### config.mk
export PLATFORM = sky130hd
export DESIGN_NAME = ram_arbiter_flat
export DESIGN_NICKNAME = d
export VERILOG_FILES = /design/src/rtl/mem_pkg.sv /design/src/rtl/ram_arbiter_if.sv /design/src/rtl/ram_arbiter_rr_pick.sv /design/src/rtl/ram_arbiter.sv /design/src/flat_wrapper.sv
export SDC_FILE = /design/constraint.sdc
export NUM_CORES = 1
export LEC_CHECK = 0
export ABC_AREA = 1
export BUFFER_PORTS_ARGS = -buffer_cell sky130_fd_sc_hd__buf_2
export CAP_MARGIN = 20
export CORE_AREA = 3 3 92 94
export DETAILED_ROUTE_END_ITERATION = 16
export DIE_AREA = 0 0 95 97
export HOLD_SLACK_MARGIN = 0.05
export PLACE_DENSITY = 0.68
export SLEW_MARGIN = 20
export SYNTH_ARGS = -nofsm -noshare
export SYNTH_HDL_FRONTEND = slang
export SYNTH_SLANG_ARGS = --single-unit
### constraint.sdc
create_clock -name clk -period 2.3 [get_ports clk]
set_clock_uncertainty 0.2 [all_clocks]
set_input_delay 0.345 -clock clk [delete_from_list [all_inputs] [get_ports clk]]
set_output_delay 0.345 -clock clk [all_outputs]
set_load 0.05 [all_outputs]
### src/rtl/mem_pkg.sv
// Shared types for the data-RAM arbiter slice.
// Port indices and word width used by the arbiter and its pick logic.
package mem_pkg;
  localparam int WORD_W = 32;

  typedef logic port_t;

  localparam port_t PORT_IF  = 1'b0;
  localparam port_t PORT_LSU = 1'b1;

  function automatic port_t other(port_t p);
    return ~p;
  endfunction
endpackage

### src/rtl/ram_arbiter_if.sv
// Requester and RAM-side signals of the shared data-RAM arbiter.
// slave = arbiter side, master = requesters plus RAM model.
interface ram_arbiter_if #(
  parameter int SIZE_LOG2 = 13
);
  import mem_pkg::*;

  logic                 req0;
  logic                 we0;
  logic [SIZE_LOG2-1:0] a0;
  logic [WORD_W-1:0]    wd0;
  logic                 gnt0;
  logic                 rvalid0;
  logic [WORD_W-1:0]    rd0;

  logic                 req1;
  logic                 we1;
  logic [SIZE_LOG2-1:0] a1;
  logic [WORD_W-1:0]    wd1;
  logic                 gnt1;
  logic                 rvalid1;
  logic [WORD_W-1:0]    rd1;

  logic                 mem_we;
  logic [SIZE_LOG2-1:0] mem_a;
  logic [WORD_W-1:0]    mem_wd;
  logic [WORD_W-1:0]    mem_rd;

  modport slave (
    input  req0, we0, a0, wd0,
    input  req1, we1, a1, wd1,
    input  mem_rd,
    output gnt0, rvalid0, rd0,
    output gnt1, rvalid1, rd1,
    output mem_we, mem_a, mem_wd
  );

  modport master (
    output req0, we0, a0, wd0,
    output req1, we1, a1, wd1,
    output mem_rd,
    input  gnt0, rvalid0, rd0,
    input  gnt1, rvalid1, rd1,
    input  mem_we, mem_a, mem_wd
  );
endinterface

### src/rtl/ram_arbiter_rr_pick.sv
// Two-way round-robin pick with a hold limit.
// Combinational: grant vector from requests, last winner and streak count.
module rr_pick
  import mem_pkg::*;
#(
  parameter int MAX_HOLD = 4
) (
  input  logic [1:0] i_req,
  input  port_t      i_last,
  input  logic [3:0] i_hold,
  output logic [1:0] o_gnt
);
  localparam logic [3:0] HMAX = 4'(MAX_HOLD);

  logic  w_keep;
  port_t w_win;

  // hold of 0 means last sat idle, so the other port gets its turn
  assign w_keep = (i_hold != 4'd0) && (i_hold < HMAX);
  assign w_win  = w_keep ? i_last : other(i_last);

  always_comb begin
    o_gnt = 2'b00;
    unique case (1'b1)
      (i_req[0] & i_req[1]): o_gnt[w_win] = 1'b1;
      default:               o_gnt = i_req;
    endcase
  end
endmodule

### src/rtl/ram_arbiter.sv
// Shares one single-port registered-read RAM between fetch and LSU.
// Round-robin with hold limit; 1-cycle read return per port.
module ram_arbiter
  import mem_pkg::*;
#(
  parameter int SIZE_LOG2 = 13,
  parameter int MAX_HOLD  = 4
) (
  input  logic          clk,
  input  logic          rst,
  ram_arbiter_if.slave  bus
);
  localparam logic [3:0] HMAX = 4'(MAX_HOLD);

  port_t      r_last;
  port_t      r_rd_owner;
  logic [3:0] r_hold;
  logic       r_rd_pend;

  logic [1:0]           w_pick;
  logic [1:0]           w_gnt;
  logic                 w_any;
  port_t                w_sel;
  logic                 w_we;
  logic [SIZE_LOG2-1:0] w_a;
  logic [WORD_W-1:0]    w_wd;
  logic                 w_rv0;
  logic                 w_rv1;

  rr_pick #(
    .MAX_HOLD (MAX_HOLD)
  ) u_pick (
    .i_req  ({bus.req1, bus.req0}),
    .i_last (r_last),
    .i_hold (r_hold),
    .o_gnt  (w_pick)
  );

  // grants are combinational, so mask them while reset is held
  assign w_gnt = w_pick & {2{rst}};
  assign w_any = |w_gnt;
  assign w_sel = w_gnt[1];
  assign w_we  = w_sel ? bus.we1 : bus.we0;
  assign w_a   = w_sel ? bus.a1  : bus.a0;
  assign w_wd  = w_sel ? bus.wd1 : bus.wd0;

  assign bus.gnt0   = w_gnt[0];
  assign bus.gnt1   = w_gnt[1];
  assign bus.mem_we = w_any & w_we;
  assign bus.mem_a  = w_a;
  assign bus.mem_wd = w_wd;

  always_ff @(posedge clk or negedge rst) begin
    if (!rst) begin
      r_last     <= PORT_LSU;
      r_hold     <= 4'd0;
      r_rd_pend  <= 1'b0;
      r_rd_owner <= PORT_IF;
    end else if (w_any) begin
      if (w_sel == r_last) begin
        if (r_hold != HMAX)
          r_hold <= r_hold + 4'd1;
      end else begin
        r_last <= w_sel;
        r_hold <= 4'd1;
      end
      r_rd_pend  <= ~w_we;
      r_rd_owner <= w_sel;
    end else begin
      r_hold    <= 4'd0;
      r_rd_pend <= 1'b0;
    end
  end

  assign w_rv0 = r_rd_pend & (r_rd_owner == PORT_IF);
  assign w_rv1 = r_rd_pend & (r_rd_owner == PORT_LSU);

  assign bus.rvalid0 = w_rv0;
  assign bus.rvalid1 = w_rv1;
  assign bus.rd0     = w_rv0 ? bus.mem_rd : '0;
  assign bus.rd1     = w_rv1 ? bus.mem_rd : '0;
endmodule

### src/flat_wrapper.sv
// flat-port wrapper written by rule: the top's interface ports become plain ports
module ram_arbiter_flat import mem_pkg::*;
#(
  parameter int SIZE_LOG2 = 13,
  parameter int MAX_HOLD  = 4
)
  (clk, rst, bus_req0, bus_we0, bus_a0, bus_wd0, bus_req1, bus_we1, bus_a1, bus_wd1, bus_mem_rd, bus_gnt0, bus_rvalid0, bus_rd0, bus_gnt1, bus_rvalid1, bus_rd1, bus_mem_we, bus_mem_a, bus_mem_wd);
  ram_arbiter_if #(.SIZE_LOG2(SIZE_LOG2)) bus_i ();
  input  logic clk;
  input  logic rst;
  input wire logic [$bits(bus_i.req0)-1:0] bus_req0;
  input wire logic [$bits(bus_i.we0)-1:0] bus_we0;
  input wire logic [$bits(bus_i.a0)-1:0] bus_a0;
  input wire logic [$bits(bus_i.wd0)-1:0] bus_wd0;
  input wire logic [$bits(bus_i.req1)-1:0] bus_req1;
  input wire logic [$bits(bus_i.we1)-1:0] bus_we1;
  input wire logic [$bits(bus_i.a1)-1:0] bus_a1;
  input wire logic [$bits(bus_i.wd1)-1:0] bus_wd1;
  input wire logic [$bits(bus_i.mem_rd)-1:0] bus_mem_rd;
  output wire logic [$bits(bus_i.gnt0)-1:0] bus_gnt0;
  output wire logic [$bits(bus_i.rvalid0)-1:0] bus_rvalid0;
  output wire logic [$bits(bus_i.rd0)-1:0] bus_rd0;
  output wire logic [$bits(bus_i.gnt1)-1:0] bus_gnt1;
  output wire logic [$bits(bus_i.rvalid1)-1:0] bus_rvalid1;
  output wire logic [$bits(bus_i.rd1)-1:0] bus_rd1;
  output wire logic [$bits(bus_i.mem_we)-1:0] bus_mem_we;
  output wire logic [$bits(bus_i.mem_a)-1:0] bus_mem_a;
  output wire logic [$bits(bus_i.mem_wd)-1:0] bus_mem_wd;
  assign bus_i.req0 = bus_req0;
  assign bus_i.we0 = bus_we0;
  assign bus_i.a0 = bus_a0;
  assign bus_i.wd0 = bus_wd0;
  assign bus_i.req1 = bus_req1;
  assign bus_i.we1 = bus_we1;
  assign bus_i.a1 = bus_a1;
  assign bus_i.wd1 = bus_wd1;
  assign bus_i.mem_rd = bus_mem_rd;
  assign bus_gnt0 = bus_i.gnt0;
  assign bus_rvalid0 = bus_i.rvalid0;
  assign bus_rd0 = bus_i.rd0;
  assign bus_gnt1 = bus_i.gnt1;
  assign bus_rvalid1 = bus_i.rvalid1;
  assign bus_rd1 = bus_i.rd1;
  assign bus_mem_we = bus_i.mem_we;
  assign bus_mem_a = bus_i.mem_a;
  assign bus_mem_wd = bus_i.mem_wd;
  ram_arbiter #(.SIZE_LOG2(SIZE_LOG2), .MAX_HOLD(MAX_HOLD)) u_core (.clk(clk), .rst(rst), .bus(bus_i));
endmodule
Word level (Yosys, flattened, before mapping)
Cells that the tools add are included.
{"block": "totals", "reg_bits": 7, "out_inout_bits": 114, "word_cells": 38}
{"block": "op_classes", "n_mux": 13, "n_eq_ne": 3, "n_lt_le_gt_ge": 3, "n_addsub": 1, "bitwise": 9, "reduce_logical": 5}
{"cell": "32-bit two-way mux", "count": 3}
{"cell": "13-bit two-way mux", "count": 1}
{"cell": "4-bit two-way mux", "count": 3}
{"cell": "4-bit by 1-bit adder with 4-bit output, second input constant", "count": 1}
{"cell": "1-bit bitwise AND", "count": 4}
{"cell": "4-bit by 3-bit less-than comparator with 1-bit output, second input constant", "count": 1}
{"cell": "1-bit two-way mux", "count": 4}
{"cell": "4-bit by 3-bit != test with 1-bit output, second input constant", "count": 1}
{"cell": "1-bit NOT", "count": 4}
{"cell": "4-bit nonzero test", "count": 1}
{"cell": "3-bit != test, second input constant", "count": 1}
{"cell": "2-bit bitwise AND", "count": 1}
{"cell": "1-bit logical AND", "count": 2}
{"cell": "1-bit by 2-bit less-than comparator with 1-bit output, second input constant", "count": 1}
{"cell": "2-bit two-way mux", "count": 1}
{"cell": "2-bit AND reduction", "count": 1}
{"cell": "2-bit OR reduction", "count": 1}
{"cell": "1-bit demux with 1-bit select", "count": 1}
{"cell": "1-bit == test", "count": 1}
{"cell": "1-bit >= comparator, second input constant", "count": 1}

Depth between registers and ports, before layout
Gate-level depths: netlist (run 1).
{"block": "logic_depth", "ltp_word": 12, "depth_mapped": 12, "mapped_depth_nobuf": 11}

Cells and area by module
From an unflattened synthesis (run 1), not the netlist that was laid out.
{"block": "unflattened", "hier_cells": 315, "area_unflattened_um2": 1470.2}
{"module": "ram_arbiter", "cells_per_inst": 297, "area_per_inst_um2": 1395.1, "n_inst": 1, "seq_area_each_um2": 176.4}
{"module": "rr_pick", "cells_per_inst": 18, "area_per_inst_um2": 75.1, "n_inst": 1, "seq_area_each_um2": 0.0}

Worst setup path after synthesis (run 1)
No wires, ideal clock.
{"block": "synth_timing", "path_kind": "register to output", "startpoint": "register u_core.r_hold[0]", "endpoint": "output bus_mem_we", "n_path_buf": 1, "slack_ns": -0.224, "path_stages_with_launch": 11, "arrival_ns": 1.979, "cell_sequence": "dfrtp_1 > inv_1 > ha_1 > inv_1 > nand2_1 > nand2_1 > nand3_2 > nand2_2 > buf_4 > nand2_1 > a21oi_1"}
{"block": "synth_via", "elab_chain_cells": 11, "elab_cells_between_ends": 14}
{"item": "start: declaration", "line": "ram_arbiter.sv:17", "text": "logic [3:0] r_hold;"}
{"item": "start signal: assignment", "line": "ram_arbiter.sv:62", "text": "r_hold <= r_hold + 4'd1;"}
{"item": "4-bit by 3-bit less-than comparator with 1-bit output / 4-bit nonzero test (equally long branches)", "line": "ram_arbiter_rr_pick.sv:19", "text": "assign w_keep = (i_hold != 4'd0) && (i_hold < HMAX);"}
{"item": "1-bit logical AND (*)", "line": "ram_arbiter_rr_pick.sv:19"}
{"item": "1-bit two-way mux (*)", "line": "ram_arbiter_rr_pick.sv:20", "text": "assign w_win = w_keep ? i_last : other(i_last);"}
{"item": "1-bit by 2-bit less-than comparator with 1-bit output (implied by the code) / 1-bit >= comparator (equally long branches)", "line": "ram_arbiter_rr_pick.sv:25", "text": "(i_req[0] & i_req[1]): o_gnt[w_win] = 1'b1;"}
{"item": "1-bit logical AND (implied by the code)", "line": "ram_arbiter_rr_pick.sv:25"}
{"item": "1-bit two-way mux (implied by the code)", "line": "ram_arbiter_rr_pick.sv:25"}
{"item": "1-bit demux with 1-bit select (*)", "line": "ram_arbiter_rr_pick.sv:25"}
{"item": "2-bit two-way mux (*)", "line": "ram_arbiter_rr_pick.sv:24", "text": "unique case (1'b1)"}
{"item": "2-bit bitwise AND (*)", "line": "ram_arbiter.sv:40", "text": "assign w_gnt = w_pick & {2{rst}};"}
{"item": "2-bit OR reduction / 1-bit two-way mux (equally long branches)", "line": "ram_arbiter.sv:41, ram_arbiter.sv:43"}
{"item": "1-bit bitwise AND (*)", "line": "ram_arbiter.sv:49", "text": "assign bus.mem_we = w_any & w_we;"}
{"item": "end: declaration", "line": "flat_wrapper.sv:26", "text": "output wire logic [$bits(bus_i.mem_we)-1:0] bus_mem_we;"}
Mark *: on every way between the ends. The rest lies on a longest branch, timed or not.

Worst setup path after layout (run 1)
Ends and elaborated chain as after synthesis.

==> qor.csv, run 1 <==
stage;metric;value;unit
run_status;result_of_the_run;finished with violations;
run_status;violations;setup timing;
logic_synthesis;netlist_instances;309;
die;starting_density_of_the_core;18.3;%
final_layout;final_cell_area;3630;um2
clock_network;clock_tree.root_cell;sky130_fd_sc_hd__clkbuf_8;
final_layout;area_growth_syn_to_layout;156;%
power;p_leak;2.39;nW
final_layout;nNetsFinal;691;
power;power_frac_clock;11.9;%
timing;setup_ws;-122;ps
final_layout;fill_cells;743;
logic_synthesis;post-synth-top-area-fraction;40.0;%
global_route;grt_use_total;18.3;%
worst_setup_path;critPathMaxStageDelay;380;ps
timing;relSlewSlack;59.5;%
clock_network;clock_tree.buffer_depth;2;
clock_network;cts_htree_levels;1;
worst_setup_path;worst_path_most_repeated_cell;sky130_fd_sc_hd__nand2_4;
worst_setup_path;timing.critical_path.fanout_max;6;
power;p_comb_share;78.5;%
logic_synthesis;post_synth.cell_area_avg;4.59;um2
global_route;via_count_of_the_first_global_routing_pass;2730;
routing;drtPass1Iterations;4;
timing;worstMarginPinSlew;601;ps
flow_run;drv.max_cap_violation_count;0;
place;place_area;2770;um2
worst_setup_path;critical_path_required;1750;ps
routing;routed_wirelength;9.32;mm
clock_network;cts_buffers;3;
clock_network;clock_tree_from_tritoncts;done;
timing;rsz_0062_raised_after_global_routing;true;
power;sequentialPowerShare;9.6;%
global_route;grt_max_degree;34;
timing;final-max-slew-violation-count;0;
die;coreArea;7730;um2
logic_synthesis;biggest_area_contributors_in_the_synthesized_netlist;sky130_fd_sc_hd__nand2_1 (40%), sky130_fd_sc_hd__nor2_1 (19%), sky130_fd_sc_hd__inv_1 (12%), sky130_fd_sc_hd__dfrtp_1 (11%), sky130_fd_sc_hd__buf_6 (4.0%);
power;power.switching;0.822;mW
clock_network;clock_sink_count;7;
final_layout;layout-drive-gt1-share;58.9;%
timing;final_report_hold_violation_count;0;
worst_setup_path;end_kind;output pin;
routing;post-route-drc-count;0;
global_route;grt_antenna_before_repair;0;
worst_hold_path;worstHoldPathType;input pin to register;
power;swShare;54.9;%
timing;report.final.setup_viol;47;
routing;vias_per_cell;4.25;
timing;final_min_period_over_clock_period;105;%
die;full_die_area;9220;um2
routing;number_of_violations_reported_at_the_end_of_detailed_routing_iteration_0;83;
power;worst_ir_drop_vdd;0.228;mV
worst_setup_path;crit_path_cell_trace;inv_2 > ha_4 > inv_6 > nand2_4 > nand2_4 > nand3_4 > nand2_8 > clkinv_8 > buf_12 > nand2_4 > a21oi_4 > buf_12;
power;design_power_total;1.50;mW
routing;vias;2813;
worst_setup_path;critical_path_class;register to output pin;
global_route;globalRouteOverflowTotal;0;
timing;minimum_clock_period_after_layout;2420;ps
timing;fmax;413;MHz
clock_network;clock_insertion_delay_worst_skew;230;ps
routing;antenna_left;0;
routing;post_drt_wl_per_cell;14.1;um
place;place.gp.congestion;0.864;
logic_synthesis;synth_largest_area_cell;sky130_fd_sc_hd__nand2_1;
logic_synthesis;postSynthNetCount;439;
global_route;grt_pass1_wl;13.3;mm
logic_synthesis;post_synth_num_cell_types;18;
worst_setup_path;kind_of_launch_point_of_the_worst_setup_path;register;
die;die_h;97;um
logic_synthesis;postSynthRegisterBits;7;
final_layout;num_antenna_cells;0;
die;die-width;95;um
place;place_ws;-48.3;ps
timing;fin_setup_tns;-4170;ps
worst_setup_path;crit_arrival;1880;ps
place;dp_hpwl;6.54;mm
final_layout;finish.utilization;47.0;%
worst_setup_path;timing.critical_path.slowest_stage_cell;sky130_fd_sc_hd__dfrtp_1;
clock_network;clock_input_transition_at_the_sequential_cells_of_the_worst_setup_and_hold_paths;40;ps
logic_synthesis;synth.cell_area;1420;um2
power;powerDensity;412;nW/um2
place;buffer_ports.inserted;241;
power;internal-power;0.675;mW
logic_synthesis;synthesis.yosys.warnings;0;
die;rows;32;
die;pin_count;242;
logic_synthesis;synth.yosys.seq_area_share;12.4;%
==> layout by cell type, fill, tap and decap left out, types with 4 or more instances in the layout <==
master and n:
sky130_fd_sc_hd__buf_2 193, sky130_fd_sc_hd__nand2_1 98, sky130_fd_sc_hd__nor2_1 70, sky130_fd_sc_hd__inv_1 42
sky130_fd_sc_hd__nand2_2 40, sky130_fd_sc_hd__buf_6 39, sky130_fd_sc_hd__nand2_4 13, sky130_fd_sc_hd__buf_4 11
sky130_fd_sc_hd__buf_12 8, sky130_fd_sc_hd__buf_8 7, sky130_fd_sc_hd__dfrtp_1 6, sky130_fd_sc_hd__o21ai_0 4
==> cells in the mapped netlist <==
master                     number
sky130_fd_sc_hd__dfstp_2        1
sky130_fd_sc_hd__xor2_1         2
sky130_fd_sc_hd__buf_4          1
sky130_fd_sc_hd__dfrtp_1        6
sky130_fd_sc_hd__inv_2          1
sky130_fd_sc_hd__nand3_2        2
sky130_fd_sc_hd__mux2i_1        1
sky130_fd_sc_hd__ha_1           2
sky130_fd_sc_hd__clkbuf_1       6
sky130_fd_sc_hd__o21ai_0        4
sky130_fd_sc_hd__a21oi_1        2
sky130_fd_sc_hd__nand2_1      151
sky130_fd_sc_hd__nand2_2        1
sky130_fd_sc_hd__nand3_1        4
sky130_fd_sc_hd__inv_1         45
sky130_fd_sc_hd__buf_2          4
sky130_fd_sc_hd__buf_6          5
sky130_fd_sc_hd__nor2_1        71
==> final timing paths <==
check	start	to	slack, ps	depth (start not counted)
min in group asynchronous	rst	u_core.r_rd_pend	460	3
max in group asynchronous	rst	u_core.r_last	1140	3
setup reg to reg	u_core.r_hold[0]	u_core.r_hold[0]	210	14
hold reg to reg	u_core.r_rd_owner	u_core.r_rd_owner	370	2
hold / removal	bus_we1	u_core.r_rd_pend	210	4
setup / recovery	u_core.r_hold[0]	bus_mem_we	-120	12
==> area by class of cell <==
cell class	count	area, um2	share of cell area [%]
timing repair buffer	263	1870	51.5
multi-input combinational	240	1220	33.7
clock buffer	4	45.0	1.24
tap	102	128	3.51
inverter	46	190	5.23
sequential	7	176	4.85
==> flip-flops by register name (all words and copies together) (netlist names) <==
register and flops:
u_core.r_last 1, u_core.r_hold 4, u_core.r_rd_pend 1, u_core.r_rd_owner 1
==> what timing repair did <==
item	4_1_cts	5_1_grt
gates resized for setup	154	38
hold buffers	1	0
cloned	4	1
pin swaps	14	6
hold endpoints to repair	7	0
buffers inserted	7	3
setup endpoints to repair	47	48
==> layer usage <==
metal  global-route usage, %  up-vias  share of wire (%)
li1                        -     1389                  -
met5                       0        -                  0
met4                    6.44        0                2.5
met1                    19.4     1226                 35
met3                    3.73       18                9.6
met2                    34.7      180                 53
==> critical path, delay by kind of cell (launching register included) <==
family	cells	cell delay (ps)
adder cells (fa/ha/maj)	1	180
AND/OR/NAND/NOR	5	430
AO/OA/AOI/OAI	1	60
buffers and inverters	5	570
flip-flops	1	380
==> power groups by stage <==
stage	clock network, mW	registers, mW	logic, mW
6_report	0.178	0.144	1.17
5_1_grt	0.191	0.145	1.24
4_1_cts	0.180	0.141	1.12
3_5_place_dp	0	0.142	0.903
3_3_place_gp	0	0.142	0.898
2_1_floorplan	0	0.141	0.629
==> cells by family after synthesis <==
logic type / count (synthesis) / synth area share [%]
AO/OA/AOI/OAI: 6 / 2.12
buffers and inverters: 62 / 19.7
adder cells (fa/ha/maj): 2 / 1.76
flip-flops: 7 / 12.4
multiplexers: 1 / 0.706
AND/OR/NAND/NOR: 229 / 62.0
XOR/XNOR: 2 / 1.24
==> metrics by stage <==
| stage | std cells | hold slack (ps) |
|---|---|---|
| floorplan | 309 | -151 |
| global placement | 643 | 72.2 |
| global route | 662 | 211 |
| detailed placement | 643 | 75.1 |
| finish | 662 | 211 |
| CTS | 659 | 181 |
(Power assumes the default switching activity.)
==> run 2, diff against run 1 <==
- CAP_MARGIN: 20 -> 5
- CORE_AREA: 3 3 92 94 -> 5 5 91 93
- DIE_AREA: 0 0 95 97 -> 0 0 96 98
- PLACE_DENSITY: 0.68 -> 0.72
==> run 2 against run 1 <==
  * Clock power down 2%
  * Routed wire length down 0.19%
  * Total power down 1.9%
  * Critical path type unchanged
  * Setup slack better by 39 ps
  * Clock-buffer cell count unchanged
  * Die area up 2.1%
  * Core utilization up 0.93 points
  * Cell count up 2.0%
  * The flow still finishes with violations (setup timing)
==> qor.csv, run 2 (same netlist as run 1, synthesis figures left out) <==
stage;metric;value;unit
timing;report.final.setup_viol;46;
worst_hold_path;worstHoldPathType;input pin to register;
routing;number_of_violations_reported_at_the_end_of_detailed_routing_iteration_0;68;
timing;final-max-slew-violation-count;0;
worst_setup_path;critPathMaxStageDelay;390;ps
worst_setup_path;critical_path.startpoint;u_core.r_hold[0];
timing;worstMarginPinSlew;529;ps
routing;post_drt_wl_per_cell;13.8;um
place;place.gp.congestion;0.840;
worst_setup_path;timing.critical_path.slowest_stage_cell;sky130_fd_sc_hd__dfrtp_1;
routing;routed_wirelength;9.30;mm
routing;met2_wirelength;4.79;mm
final_layout;flip_flop_count_of_the_largest_register_after_layout;4;
power;p_leak;2.40;nW
die;pin_count;242;
die;rows;32;
place;place_ws;-20.5;ps
worst_setup_path;critical_path_required;1750;ps
final_layout;final_cell_area;3570;um2
timing;setup_ws;-82.8;ps
clock_network;clock_tree.buffer_depth;2;
worst_setup_path;timing.critical_path.fanout_max;7;
routing;vias_per_cell;4.25;
global_route;grt_antenna_before_repair;0;
routing;antenna_left;0;
die;starting_density_of_the_core;19.0;%
worst_setup_path;path_delay_family;buffers and inverters;
clock_network;cts_htree_levels;1;
clock_network;cts_buffers;3;
clock_network;clock_input_transition_at_the_sequential_cells_of_the_worst_setup_and_hold_paths;40;ps
clock_network;clock_tree.root_cell;sky130_fd_sc_hd__clkbuf_8;
power;powerDensity;411;nW/um2
final_layout;layout_commonest_cell;sky130_fd_sc_hd__buf_2;
flow_run;drv.max_cap_violation_count;0;
worst_setup_path;end_kind;output pin;
clock_network;clock_tree_from_tritoncts;done;
die;full_die_area;9410;um2
timing;minimum_clock_period_after_layout;2380;ps
power;design_power_total;1.47;mW
routing;drtPass1Iterations;4;
run_status;violations;setup timing;
routing;routed-wl-met3;1.06;mm
worst_setup_path;reg2reg_from;u_core.r_hold[0];
power;worst_ir_drop_vdd;0.300;mV
worst_setup_path;worst-path-buf-inv;5;
final_layout;final-instance-count-excl-fill;675;
routing;vias;2868;
place;place_area;2840;um2
place;dp_hpwl;7.02;mm
clock_network;clock_insertion_delay_worst_skew;230;ps
die;die-width;96;um
timing;final_min_period_over_clock_period;104;%
worst_setup_path;crit_path_cell_trace;inv_2 > ha_4 > inv_4 > nand2_2 > nand2_2 > nand3_4 > nand2_8 > clkinv_8 > buf_12 > nand2_4 > a21oi_4 > buf_12;
worst_setup_path;kind_of_launch_point_of_the_worst_setup_path;register;
final_layout;top_register;u_core.r_hold;
global_route;via_count_of_the_first_global_routing_pass;2759;
routing;top_signal_layer_used;met4;
die;coreArea;7450;um2
timing;final_report_hold_violation_count;0;
global_route;globalRouteOverflowTotal;0;
timing;rsz_0062_raised_after_global_routing;true;
place;dpl.cell_count;652;
run_status;result_of_the_run;finished with violations;
timing;final.hold.worst_slack;213;ps
final_layout;num_antenna_cells;0;
worst_setup_path;critical_path_class;register to output pin;
clock_network;clock_sink_count;7;
worst_hold_path;worstHoldStart;bus_we0;
global_route;grt_max_degree;34;
final_layout;area_growth_syn_to_layout;152;%
timing;relSlewSlack;64.4;%
routing;drt-met1-wl;3.20;mm
place;buffer_ports.inserted;241;
timing;fmax;420;MHz
global_route;grt_use_total;16.8;%
final_layout;layout.cells.most_common_list;sky130_fd_sc_hd__buf_2 (193), sky130_fd_sc_hd__nand2_1 (112), sky130_fd_sc_hd__nor2_1 (71);
worst_setup_path;crit_arrival;1840;ps
routing;post-route-drc-count;0;
global_route;grt_pass1_wl;12.7;mm
final_layout;nNetsFinal;704;
die;die_h;98;um
final_layout;layout-drive-gt1-share;57.2;%
[run 2: cell types whose count changed in the layout (fill, tap and decap cells not counted), sizes merged]
cell	delta
clkbuf	+3
buf	+10
[run 2: metal layers]
metal	vias up	GRT usage [%]
met1	1242	17.7
met5	-	0
met2	195	31.9
met4	0	4.70
met3	20	4.31
li1	1411	-
[run 2: metrics by stage]
| stage | utilization, % | TNS [ps] |
|---|---|---|
| 2_1_floorplan | - | 0 |
| 3_3_place_gp | 38.1 | 0 |
| 3_5_place_dp | 38.1 | -106 |
| 4_1_cts | 44.1 | -159 |
| 5_1_grt | 48.0 | -5610 |
| 6_report | 48.0 | -2120 |
[run 2: final timing paths]
kind	endpoint	slack, ps	cells past startpoint
worst max-delay path	bus_mem_we	-80	12
worst min-delay path	u_core.r_rd_pend	210	4
worst max register to register	u_core.r_rd_pend	340	14
worst min register to register	u_core.r_rd_owner	370	2
max in group asynchronous	u_core.r_last	1310	3
min in group asynchronous	u_core.r_rd_pend	380	3
[run 2: repair_timing]
| item | in CTS | in global routing |
|---|---|---|
| hold endpoints to repair | 7 | 0 |
| cloned | 0 | 4 |
| endpoints found under the setup margin | 47 | 47 |
| setup buffers | 9 | 5 |
| pin swaps | 3 | 13 |
| hold buffers | 1 | 0 |
| resized for setup | 102 | 54 |
[run 2: cell type report]
type                            count  area [um2]
Tap cell                          102         128
Inverter                           46         188
Fill cell                         760        3870
Sequential cell                     7         176
Clock buffer                        4        45.0
Multi-Input combinational cell    240        1120
Timing Repair Buffer              276        1910
[run 2: where the power goes]
group,switching [mW],leakage (nW),internal (mW)
logic,0.741,2.29,0.412
clock network,0.0540,0.0228,0.120
registers,0.00636,0.0898,0.135
[run 2: worst reg2reg max path, delay by kind of cell (launching register included)]
kind          cells  cell delay [ps]
fa+ha+maj         1              170
buf+inv           6              600
flops             1              390
simple gates      7              470
